**src/rtl/spw_link_fsm_if.sv**
```systemverilog
// Signal bundle between the SpaceWire link-initialisation FSM, the host
// registers and the RX/TX pair; the FSM takes the slave view.
interface spw_link_fsm_if;
    logic       link_start;
    logic       auto_start;
    logic       link_disable;
    logic       rx_got_bit;
    logic       rx_got_null;
    logic       rx_got_fct;
    logic       rx_got_nchar;
    logic       rx_got_time_code;
    logic       rx_error;
    logic       credit_error;
    logic       rx_resetn;
    logic       enable_tx;
    logic       send_null_tx;
    logic       send_fct_tx;
    logic       link_run;
    logic [2:0] fsm_state;
    logic       link_error;

    modport master (
        output link_start, auto_start, link_disable,
        output rx_got_bit, rx_got_null, rx_got_fct, rx_got_nchar,
        output rx_got_time_code, rx_error, credit_error,
        input  rx_resetn, enable_tx, send_null_tx, send_fct_tx,
        input  link_run, fsm_state, link_error
    );

    modport slave (
        input  link_start, auto_start, link_disable,
        input  rx_got_bit, rx_got_null, rx_got_fct, rx_got_nchar,
        input  rx_got_time_code, rx_error, credit_error,
        output rx_resetn, enable_tx, send_null_tx, send_fct_tx,
        output link_run, fsm_state, link_error
    );
endinterface

```
**src/rtl/spw_link_fsm.sv**
```systemverilog
// SpaceWire exchange-level link-initialisation FSM: sequences RX reset and TX
// mode from receiver status pulses, with disconnect detection and timeouts.
module spw_link_fsm #(
    parameter int T_6US4  = 64,
    parameter int T_12US8 = 128,
    parameter int T_DISC  = 9,
    parameter int CNT_W   = 8
) (
    input  logic          pclk,
    input  logic          resetn,
    spw_link_fsm_if.slave lnk
);

    typedef enum logic [2:0] {
        ERROR_RESET = 3'd0,
        ERROR_WAIT  = 3'd1,
        READY       = 3'd2,
        STARTED     = 3'd3,
        CONNECTING  = 3'd4,
        RUN         = 3'd5
    } state_t;

    localparam logic [CNT_W-1:0] C_T6_LAST  = CNT_W'(T_6US4 - 1);
    localparam logic [CNT_W-1:0] C_T12_LAST = CNT_W'(T_12US8 - 1);
    localparam logic [CNT_W-1:0] C_DISC     = CNT_W'(T_DISC);

    state_t           r_state;
    state_t           w_next;
    logic [CNT_W-1:0] r_timer;
    logic [CNT_W-1:0] r_disc_cnt;
    logic             r_got_null;
    logic             r_first_bit;
    logic             r_rx_resetn;
    logic             r_enable_tx;
    logic             r_send_null_tx;
    logic             r_send_fct_tx;
    logic             r_link_run;
    logic             r_link_error;

    logic w_got_null;
    logic w_disconnect;
    logic w_link_en;
    logic w_t_done;
    logic w_err_c;
    logic w_rx_resetn;
    logic w_enable_tx;
    logic w_send_null_tx;
    logic w_send_fct_tx;
    logic w_link_run;

    // A NULL arriving this cycle already counts, so a simultaneous FCT is legal.
    assign w_got_null   = r_got_null | (lnk.rx_got_null & r_rx_resetn);
    assign w_disconnect = r_first_bit && (r_disc_cnt == C_DISC);
    assign w_link_en    = !lnk.link_disable &&
                          (lnk.link_start || (lnk.auto_start && r_got_null));

    // NOTE: every signal written in always_comb gets a default first, so no latch is inferred.
    always_comb begin
        w_t_done = 1'b0;
        w_err_c  = 1'b0;
        case (r_state)
            ERROR_RESET: w_t_done = (r_timer == C_T6_LAST);
            ERROR_WAIT, READY, STARTED: begin
                w_t_done = (r_state != READY) && (r_timer == C_T12_LAST);
                w_err_c  = lnk.rx_error || w_disconnect ||
                           (lnk.rx_got_fct && !w_got_null) ||
                           lnk.rx_got_nchar || lnk.rx_got_time_code;
            end
            CONNECTING: begin
                w_t_done = (r_timer == C_T12_LAST);
                w_err_c  = lnk.rx_error || w_disconnect ||
                           lnk.rx_got_nchar || lnk.rx_got_time_code;
            end
            RUN:     w_err_c = lnk.rx_error || w_disconnect || lnk.credit_error;
            default: w_err_c = 1'b0;
        endcase
    end

    // Next state: error first, then link_disable in RUN, then timeout, then progress.
    always_comb begin
        w_next = r_state;
        case (r_state)
            ERROR_RESET: if (w_t_done) w_next = ERROR_WAIT;
            ERROR_WAIT: begin
                if (w_err_c)       w_next = ERROR_RESET;
                else if (w_t_done) w_next = READY;
            end
            READY: begin
                if (w_err_c)        w_next = ERROR_RESET;
                else if (w_link_en) w_next = STARTED;
            end
            STARTED: begin
                if (w_err_c || w_t_done) w_next = ERROR_RESET;
                else if (r_got_null)     w_next = CONNECTING;
            end
            CONNECTING: begin
                if (w_err_c || w_t_done) w_next = ERROR_RESET;
                else if (lnk.rx_got_fct) w_next = RUN;
            end
            RUN:     if (w_err_c || lnk.link_disable) w_next = ERROR_RESET;
            default: w_next = ERROR_RESET;
        endcase
    end

    always_comb begin
        w_rx_resetn    = (w_next != ERROR_RESET);
        w_enable_tx    = (w_next == STARTED) || (w_next == CONNECTING) || (w_next == RUN);
        w_send_null_tx = (w_next == STARTED);
        w_send_fct_tx  = (w_next == CONNECTING) || (w_next == RUN);
        w_link_run     = (w_next == RUN);
    end

    // NOTE: sequential state uses non-blocking assignments so all registers update together.
    always_ff @(posedge pclk or negedge resetn) begin
        if (!resetn) begin
            r_state <= ERROR_RESET;
            r_timer <= '0;
        end else begin
            r_state <= w_next;
            r_timer <= (w_next != r_state) ? '0 : r_timer + CNT_W'(1);
        end
    end

    always_ff @(posedge pclk or negedge resetn) begin
        if (!resetn) begin
            r_rx_resetn    <= 1'b0;
            r_enable_tx    <= 1'b0;
            r_send_null_tx <= 1'b0;
            r_send_fct_tx  <= 1'b0;
            r_link_run     <= 1'b0;
            r_link_error   <= 1'b0;
        end else begin
            r_rx_resetn    <= w_rx_resetn;
            r_enable_tx    <= w_enable_tx;
            r_send_null_tx <= w_send_null_tx;
            r_send_fct_tx  <= w_send_fct_tx;
            r_link_run     <= w_link_run;
            r_link_error   <= (w_next == ERROR_RESET) && (r_state != ERROR_RESET);
        end
    end

    // Sticky receive flags only latch while the receiver is out of reset.
    always_ff @(posedge pclk or negedge resetn) begin
        if (!resetn) begin
            r_got_null  <= 1'b0;
            r_first_bit <= 1'b0;
            r_disc_cnt  <= '0;
        end else begin
            if (r_state == ERROR_RESET) begin
                r_got_null  <= 1'b0;
                r_first_bit <= 1'b0;
            end else begin
                if (lnk.rx_got_null && r_rx_resetn) r_got_null  <= 1'b1;
                if (lnk.rx_got_bit && r_rx_resetn)  r_first_bit <= 1'b1;
            end
            if (lnk.rx_got_bit)          r_disc_cnt <= '0;
            else if (r_disc_cnt != C_DISC) r_disc_cnt <= r_disc_cnt + CNT_W'(1);
        end
    end

    assign lnk.fsm_state    = r_state;
    assign lnk.rx_resetn    = r_rx_resetn;
    assign lnk.enable_tx    = r_enable_tx;
    assign lnk.send_null_tx = r_send_null_tx;
    assign lnk.send_fct_tx  = r_send_fct_tx;
    assign lnk.link_run     = r_link_run;
    assign lnk.link_error   = r_link_error;

endmodule

```
**src/flat_wrapper.sv**
```systemverilog
// flat-port wrapper written by rule: the top's interface ports become plain ports
module spw_link_fsm_flat 
#(
    parameter int T_6US4  = 64,
    parameter int T_12US8 = 128,
    parameter int T_DISC  = 9,
    parameter int CNT_W   = 8
)
  (pclk, resetn, lnk_link_start, lnk_auto_start, lnk_link_disable, lnk_rx_got_bit, lnk_rx_got_null, lnk_rx_got_fct, lnk_rx_got_nchar, lnk_rx_got_time_code, lnk_rx_error, lnk_credit_error, lnk_rx_resetn, lnk_enable_tx, lnk_send_null_tx, lnk_send_fct_tx, lnk_link_run, lnk_fsm_state, lnk_link_error);
  spw_link_fsm_if lnk_i ();
  input  logic pclk;
  input  logic resetn;
  input wire logic [$bits(lnk_i.link_start)-1:0] lnk_link_start;
  input wire logic [$bits(lnk_i.auto_start)-1:0] lnk_auto_start;
  input wire logic [$bits(lnk_i.link_disable)-1:0] lnk_link_disable;
  input wire logic [$bits(lnk_i.rx_got_bit)-1:0] lnk_rx_got_bit;
  input wire logic [$bits(lnk_i.rx_got_null)-1:0] lnk_rx_got_null;
  input wire logic [$bits(lnk_i.rx_got_fct)-1:0] lnk_rx_got_fct;
  input wire logic [$bits(lnk_i.rx_got_nchar)-1:0] lnk_rx_got_nchar;
  input wire logic [$bits(lnk_i.rx_got_time_code)-1:0] lnk_rx_got_time_code;
  input wire logic [$bits(lnk_i.rx_error)-1:0] lnk_rx_error;
  input wire logic [$bits(lnk_i.credit_error)-1:0] lnk_credit_error;
  output wire logic [$bits(lnk_i.rx_resetn)-1:0] lnk_rx_resetn;
  output wire logic [$bits(lnk_i.enable_tx)-1:0] lnk_enable_tx;
  output wire logic [$bits(lnk_i.send_null_tx)-1:0] lnk_send_null_tx;
  output wire logic [$bits(lnk_i.send_fct_tx)-1:0] lnk_send_fct_tx;
  output wire logic [$bits(lnk_i.link_run)-1:0] lnk_link_run;
  output wire logic [$bits(lnk_i.fsm_state)-1:0] lnk_fsm_state;
  output wire logic [$bits(lnk_i.link_error)-1:0] lnk_link_error;
  assign lnk_i.link_start = lnk_link_start;
  assign lnk_i.auto_start = lnk_auto_start;
  assign lnk_i.link_disable = lnk_link_disable;
  assign lnk_i.rx_got_bit = lnk_rx_got_bit;
  assign lnk_i.rx_got_null = lnk_rx_got_null;
  assign lnk_i.rx_got_fct = lnk_rx_got_fct;
  assign lnk_i.rx_got_nchar = lnk_rx_got_nchar;
  assign lnk_i.rx_got_time_code = lnk_rx_got_time_code;
  assign lnk_i.rx_error = lnk_rx_error;
  assign lnk_i.credit_error = lnk_credit_error;
  assign lnk_rx_resetn = lnk_i.rx_resetn;
  assign lnk_enable_tx = lnk_i.enable_tx;
  assign lnk_send_null_tx = lnk_i.send_null_tx;
  assign lnk_send_fct_tx = lnk_i.send_fct_tx;
  assign lnk_link_run = lnk_i.link_run;
  assign lnk_fsm_state = lnk_i.fsm_state;
  assign lnk_link_error = lnk_i.link_error;
  spw_link_fsm #(.T_6US4(T_6US4), .T_12US8(T_12US8), .T_DISC(T_DISC), .CNT_W(CNT_W)) u_core (.pclk(pclk), .resetn(resetn), .lnk(lnk_i));
endmodule
```
**config.mk**
```make
export PLATFORM = sky130hd
export DESIGN_NAME = spw_link_fsm_flat
export DESIGN_NICKNAME = d
export VERILOG_FILES = /design/src/rtl/spw_link_fsm_if.sv /design/src/rtl/spw_link_fsm.sv /design/src/flat_wrapper.sv
export SDC_FILE = /design/constraint.sdc
export NUM_CORES = 1
export LEC_CHECK = 0
export ABC_AREA = 0
export BUFFER_PORTS_ARGS = -buffer_cell sky130_fd_sc_hd__buf_2
export CAP_MARGIN = 30
export CELL_PAD_IN_SITES_DETAIL_PLACEMENT = 1
export CELL_PAD_IN_SITES_GLOBAL_PLACEMENT = 2
export CORE_ASPECT_RATIO = 1.2
export CORE_MARGIN = 2
export CORE_UTILIZATION = 35
export DETAILED_ROUTE_END_ITERATION = 6
export HOLD_SLACK_MARGIN = 0.1
export PLACE_DENSITY = 0.88
export SYNTH_ARGS = -nofsm -noshare
export SYNTH_HDL_FRONTEND = slang
export SYNTH_SLANG_ARGS = --single-unit
```
**constraint.sdc**
```tcl
create_clock -name pclk -period 3.3 [get_ports pclk]
set_clock_uncertainty 0.05 [all_clocks]
set_input_delay 0 -clock pclk [delete_from_list [all_inputs] [get_ports pclk]]
set_output_delay 0 -clock pclk [all_outputs]
set_load 0.005 [all_outputs]
```
==> summary.txt, run 1 <==
Timing
  • RSZ-0062 raised after global routing: false
  • Final period util: ~73%
  • Setup TNS: 0 ns
  • Final setup viols: 0
  • Highest Clock Rate: 0.413 GHz
  • Max Slew Vio Count: 0
  • Slew HR: 59.5%
  • Final worst path period need: 2.42 ns
  • Worst-Margin Slew: 0.607 ns
  • Final Hold Viols: 0

Die
  • IO Pins: 21
  • Total Die Area: 4840 sq um
  • Initial Util: 35.8%
  • Die Span X: 63.8 microns
  • Core Rows: 26
  • Die height: 75.8 microns
  • Core ar.: 4200 sq um

Power
  • Combinational power share: between 10% and 20%
  • Internal power: 505 uW
  • Psw: around 210 uW
  • Peak VDD IR: 0.000264 V
  • Register share of total power: 55.8%
  • Pwr Total: 712 uW
  • Sw Ratio: between 20% and 30%
  • Pwr Density: 405 nW/um^2
  • Clk pwr share: a little over a quarter
  • Leak Pwr: 0.000846 uW

Layout
  • Most common cell after layout, fill and taps aside: dfrtp_1
  • Area grow syn2layout: 16.9%
  • Post-layout nets: 198
  • Utilization after layout: 41.9%
  • Antenna diodes: 0
  • Layout cells sized above 1: 18.7%
  • Commonest cells after routing, fill and taps aside: dfrtp_1, nor2_1, buf_2, nand2_1, nand3_1
  • Final instance area: 1760 sq um
  • Fill cells: ~500

Yosys
  • Largest area contributor in the netlist: dfrtp_1
  • Synth Warn #: 0
  • Post-synthesis mux area share: less than 1%
  • Synth Area in Adders: under 10%
  • Post-synth net total: approximately 170
  • Post-synth top area share: 44.9%
  • Simple-Gate Fraction of Synth Area: 25.0%
  • Most area-consuming cells after synthesis: dfrtp_1, nor2_1, nand2_1, xor2_1, nand3_1
  • Complex-gate fraction of the synthesized area: between 10% and 20%
  • Yosys reg bits: 27
  • Largest family of logic cells by synthesized area: simple AND/OR/NAND/NOR gates
  • Synth Area in XOR/XNOR: between 7 and 8%
  • Register area share after synthesis: 44.9%
  • Avg Cell Area, Syn: 9.58 sq um
  • Post-synth cell types: 45
  • Cells after synthesis: 157
  • Async S/R FF share, synth: 100%
  • Synthesized area: 1500 sq um
  • Top FF cell, synth: dfrtp_1
  • Post-synth EDFFs: 0

Run
  • MaxCap Viol Count: 0

Setup path
  • CP startpoint: u_core.lnk.fsm_state[0]
  • CP max stage delay: 0.55 ns
  • Reg2Reg Setup Slack: 0.88 ns
  • Arrival time at the worst endpoint: approximately 2.5 ns
  • Slowest CP cell: dfrtp_1
  • Worst r2r dst: u_core.r_timer[2]
  • Critical path cell sequence: or3b_1 > a311o_1 > a211oi_2 > a2bb2oi_2 > a2bb2oi_4 > nor2_1
  • Critical path capture point type: flop
  • Crit path kind: reg2reg
  • Largest fanout on the critical path: 15
  • Crit start category: flop
  • Worst R2R Path Depth: 6
  • Critical Path RT: 3.41 ns
  • Worst R2R Start: u_core.lnk.fsm_state[0]

Clock tree
  • Clk root buf: clkbuf_8
  • Clock Path Buffers: 2
  • CTS tree: done
  • Cts repair resizes: 0
  • CTS Buf Count: 3
  • Clock sinks: 27
  • Post CTS Setup Buffer Count: 0
  • Worst skew pair latency: 0.28 ns
  • Clock-pin slew on the worst setup and hold paths: roughly 0.090 ns
  • H-tree levels: 1

Drt
  • Initial DRC Count: 12
  • Drt pass-1 iters: 4
  • DRC Markers: 0
  • Final ANT Viol Nets: 0
  • Via/cell ratio: 5.34
  • Vias: about 1.3k
  • Drt total wl: 3700 microns
  • WL/cell: 15.5 microns

GRT
  • First-pass GRT wire length: 6400 microns
  • Largest net degree at the start of global routing: 28
  • Grt met3 use: 2.81%
  • Vias in the first global route: between 1k and 1.5k
  • Grt total ovfl: 0
  • Gr busiest metal: met2
  • Met1 GRT Util: 18.8%
  • Initial antenna violation count: 0
  • GRT Total Usage: 17.4%
  • GRT met2 Usage: 34.4%

Place
  • Placer Congestion: roughly 0.84
  • DP HPWL: 2830 microns
  • Port-buffer cells: 20
  • Dpl cell area: 1660 sq um

Min path
  • HP Start: lnk_rx_got_fct
  • Hold Crit Depth: 3
  • Hold crit path type: in2reg
  • Worst hold path endpoint: u_core.lnk.link_run

Status
  • Status: complete, no violations
[synthesized netlist by cell type (all sizes together) (3+ instances only)]
master / instances
clkbuf: 3
o21ai: 4
xnor2: 6
nand3: 12
dfrtp: 27
ha: 3
nor2: 26
and3: 4
xor2: 7
nand2: 19
nor3: 3
inv: 6
a21oi: 4
[layer usage]
layer / routed length [microns] / vias to the layer above
met5: 0 / -
met4: 73 / 0
met3: 76 / 7
met2: 2120 / 17
met1: 1420 / 644
li1: - / 603
[power by group through the flow]
stage | Sequential (uW) | Combinational (uW) | Clock, uW
floorplan | 395 | 87.2 | 0
global placement | 399 | 112 | 0
detailed placement | 403 | 121 | 0
CTS | 397 | 124 | 202
global route | 404 | 142 | 217
finish | 397 | 121 | 194
[per-stage QoR]
stage               std cells  setup WS (ns)  hold WS, ns
finish                    238          0.880        0.119
detailed placement        229          0.885      0.00482
global route              238          0.700        0.141
global placement          229          0.991      -0.0168
CTS                       238          0.864        0.122
floorplan                 157           1.24       -0.346
[registers in the layout, indices dropped and copies added (netlist names)]
| signal | flops |
|---|---|
| u_core.lnk.enable_tx | 1 |
| u_core.lnk.fsm_state | 3 |
| u_core.lnk.link_error | 1 |
| u_core.lnk.link_run | 1 |
| u_core.lnk.rx_resetn | 1 |
| u_core.lnk.send_fct_tx | 1 |
| u_core.lnk.send_null_tx | 1 |
| u_core.r_disc_cnt | 8 |
| u_core.r_first_bit | 1 |
| u_core.r_got_null | 1 |
| u_core.r_timer | 8 |
[worst max path at each step]
stage	end	slack [ns]	depth (start not counted)
2_1_floorplan	u_core.r_timer[1]	1.24	6
3_3_place_gp	u_core.r_timer[3]	0.99	6
3_5_place_dp	u_core.r_timer[2]	0.88	6
4_1_cts	u_core.r_timer[2]	0.86	6
5_1_grt	u_core.r_timer[2]	0.70	6
6_report	u_core.r_timer[2]	0.88	6
[cell families after synthesis]
| logic type | after synthesis |
|---|---|
| and+or+nand+nor | 74 |
| xor gates and xnor gates | 13 |
| muxes | 1 |
| AOI/OAI and AO/OA | 29 |
| buffers and inverters | 10 |
| DFF | 27 |
| adders and majority gates | 3 |
[layout make-up]
cell class                 instances  area [sq um]  share of cell area [%]
multi-input combinational        120           791                    45.0
sequential                        27           676                    38.4
timing repair buffer              25           150                    8.54
tap                               56          70.1                    3.99
clock buffer                       3          41.3                    2.35
inverter                           6          22.5                    1.28
clock inverter                     1          7.51                   0.427
[repair_timing]
item | in CTS | in global routing
hold buffers | 5 | 0
endpoints found under the setup margin | 0 | 0
hold endpoints to repair | 38 | 0
[critical path, delay by kind of cell (launching register included)]
kind	cells	cell delay (ns)
compound gates	4	1.16
flops	1	0.55
simple gates	2	0.54
No activity file was read; power rests on OpenSTA's default activity.
==> run 2, diff against run 1 <==
--- a/config.mk
+++ b/config.mk
@@ -5,14 +5,14 @@
 export SDC_FILE = /design/constraint.sdc
 export NUM_CORES = 1
 export LEC_CHECK = 0
-export ABC_AREA = 0
+export ABC_AREA = 1
 export BUFFER_PORTS_ARGS = -buffer_cell sky130_fd_sc_hd__buf_2
 export CAP_MARGIN = 30
 export CELL_PAD_IN_SITES_DETAIL_PLACEMENT = 1
 export CELL_PAD_IN_SITES_GLOBAL_PLACEMENT = 2
 export CORE_ASPECT_RATIO = 1.2
 export CORE_MARGIN = 2
-export CORE_UTILIZATION = 35
+export CORE_UTILIZATION = 34
 export DETAILED_ROUTE_END_ITERATION = 6
 export HOLD_SLACK_MARGIN = 0.1
 export PLACE_DENSITY = 0.88
==> constraint.sdc (replaced) <==
create_clock -name pclk -period 2.3 [get_ports pclk]
set_clock_uncertainty 0.05 [all_clocks]
set_input_delay 0 -clock pclk [delete_from_list [all_inputs] [get_ports pclk]]
set_output_delay 0 -clock pclk [all_outputs]
set_load 0.005 [all_outputs]
==> summary.txt, run 2 <==
Status
  • Status: complete, no violations

Clock tree
  • CTS tree: done
  • Clock sinks: 27 (unchanged)
  • Worst skew pair latency: 0.27 ns (about the same)
  • Clock-pin slew on the worst setup and hold paths: 0.09 ns (about the same)
  • Clk root buf: clkbuf_8
  • Clock Path Buffers: 2 (unchanged)
  • CTS Buf Count: 3 (unchanged)
  • H-tree levels: 1 (unchanged)

Yosys
  • Post-synth cell types: 30 (-33%)
  • Synth Warn #: 0 (unchanged)
  • Largest area contributor in the netlist: dfrtp_1
  • Async S/R FF share, synth: 100% (unchanged)
  • Most area-consuming cells after synthesis: dfrtp_1, inv_1, nand3_1, nand2_1, nor2_2
  • Top FF cell, synth: dfrtp_1
  • Commonest cells in the netlist: dfrtp_1, inv_1, nand2_1
  • Cells after synthesis: 177 (+13%)
  • Yosys reg bits: 27 (unchanged)
  • Post-synth EDFFs: 0 (unchanged)
  • Synthesized area: 1510 sq um (+0.42%)
  • Post-synth top area share: 44.7% (-0.19 points)
  • Top-count cell post-synth: dfrtp_1
  • Register area share after synthesis: 44.7% (-0.19 points)
  • Avg Cell Area, Syn: 8.53 sq um (-11%)
  • Post-synth net total: 192 (+12%)

Die
  • Initial Util: 35.4% (-0.40 points)
  • Die Span X: 64.8 microns (+1.6%)
  • IO Pins: 21 (unchanged)
  • Die height: 77.0 microns (+1.6%)
  • Core ar.: 4260 sq um (+1.6%)
  • Total Die Area: 4990 sq um (+3.2%)
  • Core Rows: 26 (unchanged)

GRT
  • Vias in the first global route: 1400 (+2.4%)
  • Largest net degree at the start of global routing: 28 (unchanged)
  • Grt total ovfl: 0 (unchanged)
  • GRT Total Usage: 15.8% (-1.6 points)
  • Initial antenna violation count: 0 (unchanged)
  • First-pass GRT wire length: 6280 microns (-1.9%)

Power
  • Pwr Total: 979 uW (+38%)
  • Leak Pwr: 0.000923 uW (+9.2%)
  • Peak VDD IR: 0.000279 V (+5.7%)
  • Pwr Density: 554 nW/um^2 (+37%)

Drt
  • Initial DRC Count: 45 (+33)
  • Drt pass-1 iters: 3 (-1)
  • DRC Markers: 0 (unchanged)
  • Drt total wl: 3440 microns (-7.1%)
  • Vias: 1252 (-1.5%)
  • Final ANT Viol Nets: 0 (unchanged)
  • Via/cell ratio: 4.80 (-10%)
  • WL/cell: 13.2 microns (-15%)

Min path
  • Hold crit path type: in2reg

Run
  • MaxCap Viol Count: 0 (unchanged)

Timing
  • Final setup viols: 0 (unchanged)
  • Final period util: 88.2% (+15 points)
  • Highest Clock Rate: 0.493 GHz (+19%)
  • RSZ-0062 raised after global routing: false
  • Setup TNS: 0 ns (unchanged)
  • Final setup margin: 0.272 ns (-0.608 ns)
  • Final Hold Viols: 0 (unchanged)
  • Final worst path period need: 2.03 ns (-0.392 ns)
  • Max Slew Vio Count: 0 (unchanged)
  • Worst hold margin: 0.107 ns (-0.0124 ns)
  • Worst-Margin Slew: 0.619 ns (+0.0114 ns)
  • Slew HR: 58.7% (-0.76 points)

Place
  • Port-buffer cells: 20 (unchanged)
  • DP HPWL: 2690 microns (-4.9%)
  • Dpl ws: 0.222 ns (-0.663 ns)
  • Placer Congestion: 0.868 (+3.1%)

Setup path
  • Critical path cell sequence: inv_1 > ha_1 > nand3_1 > nor2_2 > nand2_1 > nand3b_1 > nand2_2 > nand3_1 > nand2_1 > nor2_2 > nand2_2 > nand2_2 > nand2_2 > nand2_4 > nor2_2
  • Arrival time at the worst endpoint: 2.14 ns (-0.39 ns)
  • Slowest CP cell: dfrtp_1
  • Largest fanout on the critical path: 8 (-7)
  • CP Buf/Inv Count: 1 (+1)
  • Crit start category: flop
  • Critical path capture point type: flop
  • CP delay by family, top: simple AND/OR/NAND/NOR gates
  • Critical Path RT: 2.42 ns (-0.99 ns)
  • Crit path kind: reg2reg
  • Crit-path most repeated cell: nand2_2
  • CP max stage delay: 0.40 ns (-0.15 ns)

Layout
  • Layout cells sized above 1: 30.7% (+12 points)
  • FF/Latch Area: 676 sq um (unchanged)
  • Commonest cells after routing, fill and taps aside: dfrtp_1, inv_1, nand2_1, buf_2, nand3_1
  • Post-layout nets: 221 (+12%)
  • Antenna diodes: 0 (unchanged)
  • Most common cell after layout, fill and taps aside: dfrtp_1
  • Area grow syn2layout: 16.9% (about the same)
  • Fill cells: 539 (+7.6%)
  • Area taken by multi-input logic gates: 712 sq um (-10%)
-- run 2: changes by cell type after synthesis, moves of 5 or more --
cell | before | now
inv_1 | 6 | 25
nor2_1 | 26 | 14
nor2_2 | 0 | 12
nand2_2 | 0 | 10
nand3_1 | 11 | 16
-- run 2: power breakdown --
part,switching [uW],total [uW],internal (uW)
clock network,152,273,121
registers,35.3,550,515
logic,83.0,156,72.5
-- run 2: worst reg2reg max path: stages, from the launching register on --
cell	delay, ns
dfrtp_1	0.40
inv_1	0.08
ha_1	0.14
nand3_1	0.08
nor2_2	0.15
nand2_1	0.09
nand3b_1	0.12
nand2_2	0.09
nand3_1	0.10
nand2_1	0.06
nor2_2	0.16
nand2_2	0.08
nand2_2	0.06
nand2_2	0.06
nand2_4	0.14
nor2_2	0.05
-- run 2: stage by stage --
step           instance area, sq um  util, %  instances
2_1_floorplan                  1510        -        177
3_3_place_gp                   1680     39.3        253
5_1_grt                        1770     41.4        261
3_5_place_dp                   1680     39.3        253
4_1_cts                        1760     41.4        261
6_report                       1770     41.4        261
-- run 2: cell families (layout without fill, tap and decap cells) --
logic type	count (synthesis)	count (layout)	share of synthesized area, %
simple gates	91	91	32.5
buf+inv	31	59	8.28
flops	27	27	44.7
compound gates	19	19	8.53
xor+xnor	6	6	3.48
fa+ha+maj	3	3	2.49
-- run 2: final timing paths --
path	cells past startpoint	endpoint	start	slack [ns]
worst max register to register	15	u_core.r_timer[6]	u_core.r_disc_cnt[1]	0.27
worst max-delay path	15	u_core.r_timer[6]	u_core.r_disc_cnt[1]	0.27
max in group asynchronous	2	u_core.r_disc_cnt[3]	resetn	1.59
worst min-delay path	4	u_core.lnk.send_null_tx	lnk_auto_start	0.11
min in group asynchronous	2	u_core.r_disc_cnt[4]	resetn	0.22
worst min register to register	1	u_core.r_timer[0]	u_core.r_timer[0]	0.43
-- run 2: layer usage --
metal,part of all wire [%],global-route usage [%]
met1,43,19.2
met2,53,28.8
met3,3.0,2.49
met4,0.64,3.83
met5,0,0
-- run 2: final cells by class --
class	instances	share of cell area (%)
inverter	30	6.45
clock inverter	1	0.283
tap	56	3.97
timing repair buffer	25	8.36
clock buffer	3	2.34
multi-input combinational	119	40.3
sequential	27	38.3
-- run 2: timing repair --
action / CTS / global route
hold buffers: 4 / 0
hold endpoints to repair: 39 / 0
gates resized for setup: 0 / 1
endpoints found under the setup margin: 0 / 8
buffers inserted: 0 / 0
==> run 3, diff against run 2 <==
==> constraint.sdc (replaced) <==
create_clock -name pclk -period 1.9 [get_ports pclk]
set_clock_uncertainty 0.05 [all_clocks]
set_input_delay 0 -clock pclk [delete_from_list [all_inputs] [get_ports pclk]]
set_output_delay 0 -clock pclk [all_outputs]
set_load 0.005 [all_outputs]
==> summary.txt, run 3 (synthesis gave the netlist of run 2 again) <==
Place
  • DP HPWL: 2980 microns (+11%)
  • Dpl cell area: 1860 sq um (+11%)
  • Port-buffer cells: 20 (unchanged)
  • Placer Congestion: 0.917 (+5.7%)
  • Placed instance count: 277 (+9.5%)

GRT
  • Vias in the first global route: 1461 (+4.4%)
  • GRT Total Usage: 17.1% (+1.3 points)
  • First-pass GRT wire length: 6680 microns (+6.4%)
  • Largest net degree at the start of global routing: 28 (unchanged)
  • Initial antenna violation count: 0 (unchanged)
  • Grt total ovfl: 0 (unchanged)

Timing
  • Final Hold Viols: 0 (unchanged)
  • Slew HR: 58.2% (-0.59 points)
  • Final period util: 103% (+15 points)
  • Setup TNS: -0.466 ns (-0.466 ns)
  • Worst-Margin Slew: 0.628 ns (+0.00881 ns)
  • Max Slew Vio Count: 0 (unchanged)
  • RSZ-0062 raised after global routing: true
  • Final setup viols: 9 (+9)
  • Final setup margin: -0.0626 ns (-0.335 ns)
  • Final worst path period need: 1.96 ns (-0.0652 ns)
  • Highest Clock Rate: 0.510 GHz (+3.3%)

Setup path
  • Critical path capture point type: flop
  • CP Buf/Inv Count: 2 (+1)
  • CP max stage delay: 0.46 ns (+0.06 ns)
  • Crit start category: flop
  • Largest fanout on the critical path: 8 (unchanged)
  • Critical path cell sequence: buf_4 > buf_4 > nor3_2 > nand2_1 > a21oi_1 > nand3_2 > nand2_2 > nor2_4 > nand2_2 > nand2_2 > nand2_4 > nand2_8 > nor2_2
  • CP delay by family, top: simple AND/OR/NAND/NOR gates
  • Arrival time at the worst endpoint: 2.14 ns (about the same)
  • Crit path kind: reg2reg
  • Critical Path RT: 2.08 ns (-0.34 ns)
  • Critical path depth: 13 (-2)
  • Worst R2R Path Depth: 13 (-2)
  • Slowest CP cell: dfrtp_2
  • Crit-path most repeated cell: nand2_2

Power
  • Internal power: 892 uW (+26%)
  • Register share of total power: 52.9% (-3.3 points)
  • Combinational power share: 19.1% (+3.2 points)
  • Leak Pwr: 0.00106 uW (+14%)
  • Clk pwr share: 27.9% (about the same)
  • Sw Ratio: 29.0% (+1.4 points)
  • Pwr Density: 617 nW/um^2 (+11%)
  • Psw: 364 uW (+35%)
  • Pwr Total: 1260 uW (+28%)
  • Peak VDD IR: 0.000342 V (+23%)

Run
  • MaxCap Viol Count: 0 (unchanged)

Status
  • Status: finished, violations left
  • Failing checks: negative setup slack

Clock tree
  • Clk root buf: clkbuf_8
  • CTS Buf Count: 3 (unchanged)
  • CTS tree: done
  • Clock-pin slew on the worst setup and hold paths: 0.10 ns (about the same)
  • Clock Path Buffers: 2 (unchanged)
  • Clock sinks: 27 (unchanged)
  • H-tree levels: 1 (unchanged)
  • Worst skew pair latency: 0.28 ns (about the same)

Layout
  • Post-Layout Cell Count: 288 (+10%)
  • Area grow syn2layout: 34.9%
  • Layout cells sized above 1: 42.2% (+12 points)
  • Antenna diodes: 0 (unchanged)
  • Commonest cells after routing, fill and taps aside: buf_4, dfrtp_1, inv_1, buf_2, nand2_1
  • Post-layout nets: 248 (+12%)
  • Most common cell after layout, fill and taps aside: buf_4
  • Final instance area: 2040 sq um (+15%)
  • Fill cells: 516 (-4.3%)

Die
  • Die height: 77.0 microns (unchanged)
  • Die Span X: 64.8 microns (unchanged)
  • Core ar.: 4260 sq um (unchanged)
  • Total Die Area: 4990 sq um (unchanged)
  • Initial Util: 35.4% (unchanged)
  • IO Pins: 21 (unchanged)
  • Core Rows: 26 (unchanged)

Drt
  • Vias: 1349 (+7.7%)
  • Final ANT Viol Nets: 0 (unchanged)
  • Drt pass-1 iters: 2 (-1)
  • Via/cell ratio: 4.68 (-2.4%)
  • Initial DRC Count: 16 (-64%)
  • DRC Markers: 0 (unchanged)
  • WL/cell: 13.5 microns (+2.3%)
  • Drt total wl: 3880 microns (+13%)

Min path
  • Hold Crit Depth: 4 (unchanged)
  • Hold crit path type: in2reg
-- run 3: cell types whose count changed in the layout (fill, tap and decap cells not counted), sizes merged --
cell	previous run	this run
buf	21	48
clkinvlp	0	1
clkinv	2	1
-- run 3: worst paths after layout --
path,end,start,slack [ns]
min in group asynchronous,u_core.r_disc_cnt[5],resetn,0.20
hold reg to reg,u_core.r_timer[0],u_core.r_timer[0],0.50
setup / recovery,u_core.r_timer[0],u_core.lnk.fsm_state[0],-0.06
hold / removal,u_core.lnk.send_null_tx,lnk_auto_start,0.11
setup reg to reg,u_core.r_timer[0],u_core.lnk.fsm_state[0],-0.06
max in group asynchronous,u_core.lnk.fsm_state[1],resetn,1.15
-- run 3: power by group through the flow --
stage | sequential (uW) | combinational (uW) | clock [uW]
3_5_place_dp | 677 | 226 | 0
2_1_floorplan | 667 | 138 | 0
6_report | 665 | 240 | 351
3_3_place_gp | 671 | 215 | 0
4_1_cts | 665 | 238 | 370
5_1_grt | 674 | 275 | 387
-- run 3: metrics by stage --
stage / utilization, % / hold slack [ns] / setup WS [ns]
CTS: 46.2 / 0.107 / -0.0557
floorplan: - / -0.346 / 0.0475
global route: 47.8 / 0.151 / -0.188
detailed placement: 43.6 / 0.0194 / -0.0918
global placement: 43.6 / 0.00575 / -0.0475
finish: 47.8 / 0.105 / -0.0626
-- run 3: area by class of cell --
class                           instances  area (sq um)  share of cell area, %
Timing Repair Buffer                   52           350                   17.2
Clock inverter                          1          7.51                  0.369
Tap cell                               56          70.1                   3.44
Clock buffer                            3          41.3                   2.03
Sequential cell                        27           678                   33.3
Inverter                               30           118                   5.77
Multi-Input combinational cell        119           772                   37.9
-- run 3: worst register-to-register path: cells and delay by family (launching register included) --
family | cells | cell delay, ns
and+or+nand+nor | 10 | 0.91
buffers and inverters | 2 | 0.31
DFF | 1 | 0.46
AOI/OAI and AO/OA | 1 | 0.19
-- run 3: metal layers --
layer	part of all wire [%]	wire, microns	GRT usage, %	vias to the layer above
met5	0	0	0	-
met1	44	1720	20.9	651
met4	0.95	37	3.83	0
li1	-	-	-	676
met3	2.8	108	2.93	5
met2	52	2010	30.9	17
-- run 3: what timing repair did --
item | in CTS | in global routing
endpoints found under the setup margin | 11 | 12
hold buffers | 4 | 0
hold endpoints to repair | 41 | 0
resized for setup | 4 | 12
setup buffers | 1 | 2
pin swaps | 3 | 7
